File: src/rtl/cpu_pkg.sv
// Shared definitions for the 9-bit core: run-control states and address/offset widths.
package cpu_pkg;

  typedef enum logic [1:0] {
    IDLE     = 2'd0,
    ARMED    = 2'd1,
    RUN      = 2'd2,
    FINISHED = 2'd3
  } state_t;

  localparam int PC_W_DEFAULT = 10;
  localparam int OFFSET_W     = 8;

endpackage : cpu_pkg

File: src/rtl/run_sequencer.sv
// PC register and start/done run control feeding instruction fetch; run_en gates
// every architectural write in the datapath.
module run_sequencer
  import cpu_pkg::*;
#(
  parameter int PC_W  = PC_W_DEFAULT,
  parameter int CYC_W = 16
) (
  input  logic                clk,
  input  logic                reset,
  input  logic                start,
  input  logic                halt,
  input  logic                branch_taken,
  input  logic [OFFSET_W-1:0] branch_offset,
  output logic [PC_W-1:0]     pc,
  output logic                run_en,
  output logic                done,
  output logic [CYC_W-1:0]    cycle_count
);

  localparam logic [PC_W-1:0]  PC_ONE  = {{(PC_W-1){1'b0}}, 1'b1};
  localparam logic [CYC_W-1:0] CYC_ONE = {{(CYC_W-1){1'b0}}, 1'b1};
  localparam logic [CYC_W-1:0] CYC_MAX = '1;

  state_t           r_state;
  state_t           w_state_next;
  logic [PC_W-1:0]  r_pc;
  logic [PC_W-1:0]  w_pc_next;
  logic [CYC_W-1:0] r_cnt;
  logic [CYC_W-1:0] w_cnt_next;

  logic [PC_W-1:0]  w_pc_inc;
  logic [PC_W:0]    w_offset_ext;
  logic [PC_W:0]    w_branch_sum;
  logic [PC_W-1:0]  w_pc_branch;
  logic [CYC_W-1:0] w_cnt_sat_inc;

  // Branch target is relative to pc+1; the carry bit is dropped so targets wrap.
  assign w_pc_inc      = r_pc + PC_ONE;
  assign w_offset_ext  = {{(PC_W+1-OFFSET_W){branch_offset[OFFSET_W-1]}}, branch_offset};
  assign w_branch_sum  = {1'b0, w_pc_inc} + w_offset_ext;
  assign w_pc_branch   = w_branch_sum[PC_W-1:0];
  assign w_cnt_sat_inc = (r_cnt == CYC_MAX) ? r_cnt : (r_cnt + CYC_ONE);

  always_ff @(posedge clk) begin
    if (reset) begin
      r_state <= IDLE;
      r_pc    <= '0;
      r_cnt   <= '0;
    end else begin
      r_state <= w_state_next;
      r_pc    <= w_pc_next;
      r_cnt   <= w_cnt_next;
    end
  end

  always_comb begin
    w_state_next = r_state;
    w_pc_next    = r_pc;
    w_cnt_next   = r_cnt;
    case (r_state)
      IDLE: begin
        w_pc_next  = '0;
        w_cnt_next = '0;
        if (start) begin
          w_state_next = ARMED;
        end
      end
      ARMED: begin
        w_pc_next  = '0;
        w_cnt_next = '0;
        if (!start) begin
          w_state_next = RUN;
        end
      end
      RUN: begin
        // The halting instruction still counts as an executed cycle.
        w_cnt_next = w_cnt_sat_inc;
        if (halt) begin
          w_state_next = FINISHED;
        end else if (branch_taken) begin
          w_pc_next = w_pc_branch;
        end else begin
          w_pc_next = w_pc_inc;
        end
      end
      FINISHED: begin
        if (start) begin
          w_state_next = ARMED;
          w_pc_next    = '0;
          w_cnt_next   = '0;
        end
      end
      default: begin
        w_state_next = IDLE;
        w_pc_next    = '0;
        w_cnt_next   = '0;
      end
    endcase
  end

  always_comb begin
    run_en = (r_state == RUN);
    done   = (r_state == FINISHED);
  end

  assign pc          = r_pc;
  assign cycle_count = r_cnt;

endmodule : run_sequencer

File: config.mk
export PLATFORM = sky130hd
export DESIGN_NAME = run_sequencer
export DESIGN_NICKNAME = d
export VERILOG_FILES = /design/src/rtl/cpu_pkg.sv /design/src/rtl/run_sequencer.sv
export SDC_FILE = /design/constraint.sdc
export NUM_CORES = 1
export LEC_CHECK = 0
export CORE_UTILIZATION = 25
export DETAILED_ROUTE_END_ITERATION = 10
export DONT_BUFFER_PORTS = 1
export PLACE_DENSITY_LB_ADDON = 0.2
export RECOVER_POWER = 100
export SETUP_SLACK_MARGIN = 0.4
export SLEW_MARGIN = 15
export SYNTH_ARGS = -nofsm -noshare
export SYNTH_HDL_FRONTEND = slang
export SYNTH_SLANG_ARGS = --single-unit
File: constraint.sdc
create_clock -name clk -period 4.3 [get_ports clk]
set_input_delay 0.86 -clock clk [delete_from_list [all_inputs] [get_ports clk]]
set_output_delay 0.86 -clock clk [all_outputs]
set_load 0.03 [all_outputs]
[After elaboration in Yosys (flattened, before gate mapping)]
Cells that the tools add are included.
Storage, ports and cells
  bits of input ports: 13
  memory bits (writable): 0
  output and inout port bits: 28
  memory bits (read-only): 0
  flip-flop bits (word level): 28
  latch bits: 0
  memories: 0
  word-level logic and storage cells: 33
Cells by class
  bitwise logic cells: 0
  muxes and demuxes: 11
  div/mod/pow operators: 0
  reduce and logical (&&, ||, !) cells: 6
  shift-type cells: 0
  magnitude comparators: 0
  equal/unequal tests: 10
  add/subtract/negate cells: 3
  multiply operators: 0
Operators with widths (number)
  16-bit one-hot mux with 3 select lines: 1
  16-bit 2-to-1 mux: 2
  10-bit 2-to-1 mux: 3
  10-bit one-hot mux with 3 select lines: 1
  16-bit by 1-bit adder with 16-bit output, second input constant: 1
  16-bit equality test, second input constant: 1
  10-bit by 1-bit adder with 10-bit output, second input constant: 1
  10-bit adder: 1
  2-bit inequality test, second input constant: 5
  2-bit 2-to-1 mux: 3
  2-bit one-hot mux with 3 select lines: 1
  2-bit equality test, second input constant: 2
  2-bit AND reduction: 2
  2-bit OR reduction: 2
  3-bit AND reduction: 1
  2-bit by 1-bit equality test with 1-bit output, second input constant: 1
  2-bit logical NOT: 1
  2-bit by 1-bit inequality test with 1-bit output, second input constant: 1

[Longest topological paths before layout]
Gate-level depths: netlist (run 1).
  depth in word-level cells: 5
  depth in mapped cells: 11
  mapped depth without buffers: 11

[Worst setup path after synthesis (run 1)]
No wires, ideal clock.
  path kind: reg-to-reg
  start: register r_pc[0], in the netlist pc[0]
  end: register r_pc[9], in the netlist pc[9]
  required time: 4.170 ns
  stages on the path, launching flop included: 12
  path buffers: 0
  library setup time: 0.130 ns
  slack: 1.600 ns
  arrival: 2.570 ns
  clock period less this slack: 2.700 ns
  path through: dfxtp_1 ha_1 and3_1 and3_1 xor2_1 ha_1 a21o_1 a31oi_1 o21ai_0 or3_1 o211ai_1 o211ai_1
On the way
  word-level cells in the longest chain between the ends: 5
RTL lines
  start: declaration: RTL line run_sequencer.sv:27  | logic [PC_W-1:0] r_pc;
  start signal: assignment: RTL line run_sequencer.sv:52  | r_pc <= w_pc_next;
  10-bit by 1-bit adder with 10-bit output (*): RTL line run_sequencer.sv:39  | assign w_pc_inc = r_pc + PC_ONE;
  10-bit adder: RTL line run_sequencer.sv:41  | assign w_branch_sum = {1'b0, w_pc_inc} + w_offset_ext;
  10-bit 2-to-1 mux (*): RTL line run_sequencer.sv:81  | end else if (branch_taken) begin
  10-bit 2-to-1 mux (*): RTL line run_sequencer.sv:79  | if (halt) begin
  10-bit one-hot mux with 3 select lines (*): RTL line run_sequencer.sv:61  | case (r_state)
Mark *: on every way between the ends. The rest lies on a longest branch, timed or not. The select of a mux whose other input is x is not followed.
A chain may end at the register's enable or synchronous reset.

[Worst setup path after layout (run 1)]
  start: register r_state[0]
  end: register r_cnt[11], in the netlist cycle_count[11]
On the way
  word-level cells in the longest chain between the ends: 3
  elaborated cells on any way between the ends: 9
  those cells by class: eq/ne: 5; mux: 1; reduce/logical: 3
RTL lines
  start: declaration: RTL line run_sequencer.sv:25  | state_t r_state;
  start signal: assignment: RTL line run_sequencer.sv:51  | r_state <= w_state_next;
  2-bit equality test (*)
  net run_en: RTL line run_sequencer.sv:16  | output logic run_en,
  2-bit inequality test (no source line)
  2-bit AND reduction (no source line)
  end signal: assignment: RTL line run_sequencer.sv:53  | r_cnt <= w_cnt_next;
  end: declaration: RTL line run_sequencer.sv:29  | logic [CYC_W-1:0] r_cnt;
The timed path passes the listed nets; every way through them passes the cells marked *.

==> results.sh, run 1 <==
export IMPL_synth_xor_area_frac=0.109
export IMPL_clockBufferDepth=2
export IMPL_drtIter0Drc=38
export IMPL_slew_headroom=-0.208
export IMPL_critPathTopFamily="compound AO/OA/AOI/OAI gates"
export IMPL_htreeDepth=1
export IMPL_synth_top_family_by_area="simple AND/OR/NAND/NOR gates"
export IMPL_worstPathArrival_ps=3200
export IMPL_antennaDiodeCount=0
export IMPL_wl_per_cell_um=14.0
export IMPL_ff_latch_area_um2=561
export IMPL_final_nets=256
export IMPL_gp_congestion=0.890
export IMPL_fin_crit_ps=3100
export IMPL_grt_max_degree=22
export IMPL_hold_violations=0
export IMPL_finalSetupViolations=0
export IMPL_synth_compound_area_share=0.201
export IMPL_die_y_um=89.7
export IMPL_clkLatencyLatePin_ps=280
export IMPL_layout_common_cells="dfxtp_1 (28), nor2_1 (25), nand2_1 (18)"
export IMPL_ys_async_sr_fraction=0
export IMPL_startpoint_type="register"
export IMPL_synthFlopType="dfxtp_1"
export IMPL_die_area_um2=8040
export IMPL_tns_ps=0
export IMPL_cts_repair_resized=0
export IMPL_grt_pass1_wl_mm=7.49
export IMPL_wirelength_mm=4.56
export IMPL_tightest_slew_ps=1790
export IMPL_ir_worst_vdd_uv=193
export IMPL_endpoint_kind="register"
export IMPL_violations="max-capacitance violations, max-slew violations"
export IMPL_antenna_found_initial=0
export IMPL_stdcell_count=325
export IMPL_dp_hpwl_mm=3.48
export IMPL_grt_use_total=0.119
export IMPL_num_io_pins=41
export IMPL_cts_setup_buffers=0
export IMPL_synth_mux_area_frac=0.0215
export IMPL_synthSimpleGateAreaFrac=0.230
export IMPL_yosysTopAreaCellShare=0.292
export IMPL_syn_area_per_cell_um2=8.39
export IMPL_num_vias=1613
export IMPL_drv_slew=17
export IMPL_antenna_left=0
export IMPL_core_area_um2=7330
export IMPL_clock_sinks=28
export IMPL_layout_drive_gt1_share=0.0531
export IMPL_synth_cell_type_count=41
export IMPL_numCtsBuffers=3
export IMPL_synth_ff_latch_count=28
export IMPL_final_common_cell="dfxtp_1"
export IMPL_crit_path_cell_trace="inv_1 -> ha_1 -> nand3_1 -> nor3_1 -> a21o_1 -> o21ai_0 -> nor2_1"
export IMPL_timing_fmax_ghz=0.323
export IMPL_crit_buf_inv=1
export IMPL_nFillCells=793
export IMPL_remaining_drc_errors=0
export IMPL_area_growth_pct=7.23
export IMPL_hp_class="register to register"
export IMPL_placed_cell_area_um2=2000
export IMPL_grt_pass1_vias=1526
export IMPL_yosysTopAreaCell="dfxtp_1"
export IMPL_place_inst=321
export IMPL_ys_warn_count=0
export IMPL_worstSetupPathType="register to register"
export IMPL_root_buffer="clkbuf_8"
export IMPL_synth_fa_ha_area_frac=0.108
export IMPL_clk_pin_slew_ps=100
export IMPL_synth_edf_count=0
export IMPL_fin_area_um2=2060
export IMPL_yosysSeqAreaShare=0.292
export IMPL_vias_per_cell=4.96
export IMPL_initial_utilization=0.262
export IMPL_status="finished with violations"
export IMPL_crit_fanout=16
export IMPL_p_leak_uw=0.000756
export IMPL_netlist_area_um2=1920
export IMPL_port_buffer_count=0
export IMPL_rsz0062_at_grt="false"
export IMPL_cp_data_required_time_ps=4400
export IMPL_multi_input_area_um2=1270
export IMPL_grt_overflow=0
export IMPL_cts_hold_buf=0
export IMPL_cts_tree="built"
export IMPL_syn_nets=258
export IMPL_drt_pre_antenna_iters=4
export IMPL_maxCapViolations=1
export IMPL_die_w_um=89.7
export IMPL_max_stage_delay_ps=1390
export IMPL_netlist_instances=229
export IMPL_placementRows=31
export IMPL_fin_worst_skew_ps=5.70
export IMPL_slowest_stage="o21ai_0"
export IMPL_min_period_over_period=0.720
export IMPL_powerDensity_nw_per_um2=361
export IMPL_synth_area_top_cells="dfxtp_1 (29%), ha_1 (9.8%), xor2_1 (6.4%), nor2_1 (4.9%), xnor2_1 (4.6%)"
where the power goes:
group	switching (uW)	leakage, uW	total, uW	internal, uW
Sequential	39.0	0.000226	316	277
Combinational	137	0.000494	216	78.8
Clock	87.7	0.0000357	212	125
Total	263	0.000756	744	480
through the flow:
step / util / total power (uW) / setup WS (ps) / hold WS (ps)
finish: 0.281 / 744 / 1200 / 519
CTS: 0.283 / 768 / 1280 / 525
global route: 0.281 / 801 / 871 / 584
global placement: 0.273 / 549 / 1320 / 517
floorplan: - / 510 / 1600 / 488
detailed placement: 0.273 / 549 / 1300 / 508
synth_stat cells (all sizes together), types with 4 or more instances:
master   n
nand4    5
nand2   18
inv      8
a21oi   15
nor2    26
dfxtp   28
and3     4
nand3   10
a21o     6
o211ai   4
xor2    14
o21ai   11
clkbuf   4
ha      15
nor3     9
xnor2   10
cell type report:
| type | instances | area share |
|---|---|---|
| Multi-Input combinational cell | 186 | 0.619 |
| Sequential cell | 28 | 0.272 |
| Tap cell | 99 | 0.0601 |
| Clock buffer | 3 | 0.0200 |
| Clock inverter | 1 | 0.0146 |
| Inverter | 8 | 0.0146 |
path summary, 6_finish.rpt:
check / start / to / slack, ps / cells after the start
setup / recovery: r_state[0]$_SDFFE_PP0P_ / cycle_count[11]$_SDFFE_PP0P_ / 1200 / 7
setup reg to reg: r_state[0]$_SDFFE_PP0P_ / cycle_count[11]$_SDFFE_PP0P_ / 1200 / 7
hold / removal: r_state[0]$_SDFFE_PP0P_ / r_state[0]$_SDFFE_PP0P_ / 520 / 2
hold reg to reg: r_state[0]$_SDFFE_PP0P_ / r_state[0]$_SDFFE_PP0P_ / 520 / 2
flip-flops by register name (all words and copies together), names as in the netlist:
register	cells
cycle_count	16
pc	10
r_state	2
cells by family (layout without fill, tap and decap cells):
kind of cell / count (synthesis) / after routing
adders and majority gates: 16 / 16
and+or+nand+nor: 89 / 89
muxes: 4 / 4
DFF: 28 / 28
buffers and inverters: 15 / 12
xor gates and xnor gates: 24 / 24
AOI/OAI and AO/OA: 53 / 53
worst reg2reg max path, cell delays in order, from the launching register on:
cell and delay (ps):
dfxtp_1 390, inv_1 60, ha_1 400, nand3_1 210, nor3_1 60, a21o_1 290
o21ai_0 1390, nor2_1 120
metal layers:
layer	vias up	wire length [um]	track usage
met1	754	2120	0.143
li1	815	-	-
met2	40	2120	0.209
met4	0	31	0.0216
met3	4	294	0.0384
met5	-	0	0
(Power assumes the default switching activity.)
==> run 2, diff against run 1 <==
- clock period: 4.3 -> 2.7 ns (I/O delays scaled with it)
==> run 2 against run 1 <==
Against the previous run: the run now ends clean; first-iteration DRC count rose by 26%; sequential cell count did not move; non-clock buffer count rose by 24; largest cell class unchanged.
==> results.sh, run 2 (synthesis results as in run 1) <==
export IMPL_antenna_left=0
export IMPL_area_growth_pct=24.0
export IMPL_holdPathEnd="pc[2]$_SDFFE_PP0P_"
export IMPL_grt_use_total=0.132
export IMPL_htreeDepth=1
export IMPL_placementRows=31
export IMPL_min_path_cells=1
export IMPL_maxCapViolations=0
export IMPL_cts_tree="built"
export IMPL_tns_ps=0
export IMPL_clock_sinks=28
export IMPL_port_buffer_count=0
export IMPL_grt_max_degree=22
export IMPL_largest_register_ff_count=16
export IMPL_p_leak_uw=0.000862
export IMPL_hold_violations=0
export IMPL_num_vias=1663
export IMPL_placed_cell_area_um2=2160
export IMPL_timing_fmax_ghz=0.399
export IMPL_endpoint_kind="register"
export IMPL_fin_area_um2=2380
export IMPL_worstSetupPathType="register to register"
export IMPL_startpoint_type="register"
export IMPL_min_period_over_period=0.928
export IMPL_dp_hpwl_mm=3.75
export IMPL_ir_worst_vdd_uv=266
export IMPL_die_w_um=89.7
export IMPL_layout_common_cells="nor2_1 (24), dfxtp_1 (24), nand2_1 (18)"
export IMPL_hold_path_startpoint="reset"
export IMPL_core_area_um2=7330
export IMPL_powerDensity_nw_per_um2=513
export IMPL_remaining_drc_errors=0
export IMPL_antennaDiodeCount=0
export IMPL_antenna_found_initial=0
export IMPL_vias_per_cell=4.77
export IMPL_grt_overflow=0
export IMPL_die_area_um2=8040
export IMPL_wirelength_mm=5.01
export IMPL_fin_ws_ps=194
export IMPL_finalSetupViolations=0
export IMPL_drtIter0Drc=48
export IMPL_r2r_end="pc[8]$_SDFFE_PP0P_"
export IMPL_worstPathArrival_ps=2720
export IMPL_grt_pass1_wl_mm=8.16
export IMPL_timing_rr_start="pc[0]$_SDFFE_PP0P_"
export IMPL_fin_worst_skew_ps=2.98
export IMPL_numCtsBuffers=3
export IMPL_layout_drive_gt1_share=0.220
export IMPL_cts_hold_buf=0
export IMPL_fin_crit_ps=2510
export IMPL_clockBufferDepth=2
export IMPL_wl_per_cell_um=14.3
export IMPL_initial_utilization=0.262
export IMPL_drv_slew=0
export IMPL_drt_pre_antenna_iters=4
export IMPL_root_buffer="clkbuf_8"
export IMPL_rsz0062_at_grt="true"
export IMPL_cp_data_required_time_ps=2910
export IMPL_post_route_util=0.325
export IMPL_grt_pass1_vias=1681
export IMPL_clk_pin_slew_ps=100
export IMPL_hp_class="input port to register"
export IMPL_tightest_slew_ps=727
export IMPL_final_nets=280
export IMPL_gp_congestion=0.770
export IMPL_slew_headroom=0.514
export IMPL_reg2reg_slack_ps=190
export IMPL_status="complete, no violations"
export IMPL_reg2regPathDepth=10
export IMPL_num_io_pins=41
export IMPL_place_ws_ps=136
export IMPL_crit_fanout=5
export IMPL_die_y_um=89.7
export IMPL_clkLatencyLatePin_ps=280
==> run 2: cell count changes in the layout (fill, tap and decap cells not counted), sizes merged <==
cell and change:
bufinv -1, buf +13, clkbuf +12
==> run 2: worst max-delay path by stage <==
stage / start / end / cells after the start
6_report: pc[0]$_SDFFE_PP0P_ / pc[8]$_SDFFE_PP0P_ / 10
5_1_grt: pc[1]$_SDFFE_PP0P_ / pc[9]$_SDFFE_PP0P_ / 11
4_1_cts: pc[1]$_SDFFE_PP0P_ / pc[9]$_SDFFE_PP0P_ / 11
3_5_place_dp: pc[1]$_SDFFE_PP0P_ / pc[9]$_SDFFE_PP0P_ / 11
3_3_place_gp: pc[1]$_SDFFE_PP0P_ / pc[9]$_SDFFE_PP0P_ / 11
2_1_floorplan: pc[0]$_SDFFE_PP0P_ / pc[9]$_SDFFE_PP0P_ / 11
==> run 2: area by class of cell <==
cell class,count,area [um^2]
clock buffer,4,66.3
inverter,8,30.0
timing repair buffer,24,139
fill,777,4950
sequential,28,573
tap,99,124
multi-input combinational,186,1450
==> run 2: critical path: stages (launching register included) <==
cell     delay, ps
dfxtp_4        440
buf_4          150
inv_1           40
ha_1           220
fa_1           430
a21o_1         180
a21oi_1        350
o21ai_4        120
a31oi_4        210
nand4_1        110
a31oi_1        190
==> run 2: per-stage QoR <==
stage	power, uW	instances	hold WS [ps]
6_report	1220	349	303
5_1_grt	1310	349	288
4_1_cts	1240	348	297
3_5_place_dp	902	338	510
3_3_place_gp	906	338	512
2_1_floorplan	818	229	488
==> run 2: power breakdown <==
group | internal [uW] | switching [uW]
clock network | 162 | 148
logic | 164 | 260
registers | 441 | 48.8
total | 767 | 457
==> run 2: layer usage <==
metal | track usage | vias to the layer above | wire [um]
met3 | 0.0375 | 2 | 289
li1 | - | 863 | -
met4 | 0.0216 | 0 | 26
met2 | 0.245 | 28 | 2550
met5 | 0 | - | 0
met1 | 0.152 | 770 | 2140
==> run 2: timing repair <==
item	4_1_cts	5_1_grt
setup endpoints to repair	5	7
buffers inserted	6	1
gates resized for setup	13	17
pin swaps	16	5
hold endpoints to repair	0	0
==> run 3, diff against run 2 <==
- RECOVER_POWER: 100 -> default
==> run 3 against run 2 <==
Against the previous run: combinational power increased by 5.2%; core utilization increased by 0.99 points; largest power group unchanged; sequential power is essentially flat; final cell count stayed put; clock skew shrank 0.74 ps; critical path depth up 1.
==> results.sh, run 3 (synthesis results as in run 1) <==
export IMPL_grt_max_degree=22
export IMPL_finalSetupViolations=0
export IMPL_holdPathEnd="pc[2]$_SDFFE_PP0P_"
export IMPL_stdcell_count=349
export IMPL_cts_hold_buf=0
export IMPL_drtIter0Drc=45
export IMPL_dp_hpwl_mm=3.75
export IMPL_initial_utilization=0.262
export IMPL_fin_hold_ws_ps=303
export IMPL_port_buffer_count=0
export IMPL_largest_register_ff_count=16
export IMPL_area_growth_pct=27.8
export IMPL_endpoint_kind="register"
export IMPL_powerDensity_nw_per_um2=507
export IMPL_place_inst=338
export IMPL_die_y_um=89.7
export IMPL_startpoint_type="register"
export IMPL_ir_worst_vdd_uv=266
export IMPL_placementRows=31
export IMPL_tns_ps=0
export IMPL_layout_drive_gt1_share=0.280
export IMPL_hold_path_startpoint="reset"
export IMPL_wl_per_cell_um=14.4
export IMPL_status="complete, no violations"
export IMPL_rsz0062_at_grt="true"
export IMPL_numCtsBuffers=3
export IMPL_num_vias=1673
export IMPL_clkLatencyLatePin_ps=280
export IMPL_crit_fanout=5
export IMPL_layout_common_cells="nor2_1 (24), dfxtp_1 (24), buf_4 (24)"
export IMPL_p_leak_uw=0.000920
export IMPL_reg2reg_slack_ps=230
export IMPL_worstSetupPathType="register to register"
export IMPL_clk_pin_slew_ps=110
export IMPL_fin_worst_skew_ps=2.24
export IMPL_gp_congestion=0.770
export IMPL_remaining_drc_errors=0
export IMPL_clock_sinks=28
export IMPL_timing_rr_start="pc[1]$_SDFFE_PP0P_"
export IMPL_num_io_pins=41
export IMPL_drv_slew=0
export IMPL_grt_overflow=0
export IMPL_hold_violations=0
export IMPL_cts_tree="built"
export IMPL_grt_pass1_wl_mm=8.16
export IMPL_worstPathArrival_ps=2640
export IMPL_slew_headroom=0.680
export IMPL_tightest_slew_ps=479
export IMPL_min_period_over_period=0.914
export IMPL_vias_per_cell=4.79
export IMPL_reg2regPathDepth=11
export IMPL_maxCapViolations=0
export IMPL_fin_total_pwr_uw=1250
export IMPL_root_buffer="clkbuf_8"
export IMPL_antennaDiodeCount=0
export IMPL_post_route_util=0.335
export IMPL_min_path_cells=1
export IMPL_final_nets=280
export IMPL_die_w_um=89.7
export IMPL_timing_fmax_ghz=0.405
export IMPL_nFillCells=762
export IMPL_antenna_left=0
export IMPL_drt_pre_antenna_iters=4
export IMPL_die_area_um2=8040
export IMPL_htreeDepth=1
export IMPL_grt_pass1_vias=1681
export IMPL_antenna_found_initial=0
export IMPL_wirelength_mm=5.03
export IMPL_cp_data_required_time_ps=2870
export IMPL_core_area_um2=7330
export IMPL_fin_crit_ps=2470
export IMPL_grt_use_total=0.132
export IMPL_r2r_end="pc[9]$_SDFFE_PP0P_"
export IMPL_clockBufferDepth=2
export IMPL_hp_class="input port to register"
## run 3: worst max path at each step
stage / slack [ps] / startpoint / endpoint / cells after the start
4_1_cts: 190 / pc[1]$_SDFFE_PP0P_ / pc[9]$_SDFFE_PP0P_ / 11
6_report: 230 / pc[1]$_SDFFE_PP0P_ / pc[9]$_SDFFE_PP0P_ / 11
2_1_floorplan: 280 / pc[0]$_SDFFE_PP0P_ / pc[9]$_SDFFE_PP0P_ / 11
3_3_place_gp: 170 / pc[1]$_SDFFE_PP0P_ / pc[9]$_SDFFE_PP0P_ / 11
3_5_place_dp: 140 / pc[1]$_SDFFE_PP0P_ / pc[9]$_SDFFE_PP0P_ / 11
5_1_grt: 100 / pc[1]$_SDFFE_PP0P_ / pc[9]$_SDFFE_PP0P_ / 11
## run 3: critical path, stage by stage (launching register included)
cell,delay [ps]
dfxtp_4,450
ha_4,150
and3_4,180
and3_4,200
xor2_2,150
ha_1,260
a21o_1,170
a31oi_1,170
o21ai_1,90
or3_1,330
o211ai_1,90
o211ai_1,100
## run 3: metrics by stage
step,setup slack (ps),cell area (um^2)
6_report,232,2460
4_1_cts,187,2330
3_3_place_gp,168,2160
3_5_place_dp,136,2160
5_1_grt,104,2460
2_1_floorplan,278,1950
## run 3: layout make-up
type / instances / area [um^2] / share of cell area
multi-input cells: 186 / 1480 / 0.604
flip-flops and latches: 28 / 573 / 0.233
repair buffers: 24 / 180 / 0.0734
well taps: 99 / 124 / 0.0504
clock buffers: 4 / 66.3 / 0.0270
inverters: 8 / 30.0 / 0.0122
## run 3: timing repair
| action | 4_1_cts | 5_1_grt |
|---|---|---|
| pin swaps | 16 | 5 |
| resized for setup | 13 | 17 |
| setup endpoints to repair | 5 | 7 |
| setup buffers | 6 | 1 |
## run 3: power by group
part / switching (uW) / internal, uW / total, uW
Combinational: 268 / 179 / 446
Sequential: 48.6 / 441 / 490
Clock: 148 / 162 / 310
## run 3: layer usage
metal / up-vias / part of all wire / track usage
li1: 863 / - / -
met5: - / 0 / 0
met4: 0 / 0.0052 / 0.0216
met3: 2 / 0.060 / 0.0375
met1: 777 / 0.43 / 0.152
met2: 31 / 0.51 / 0.245
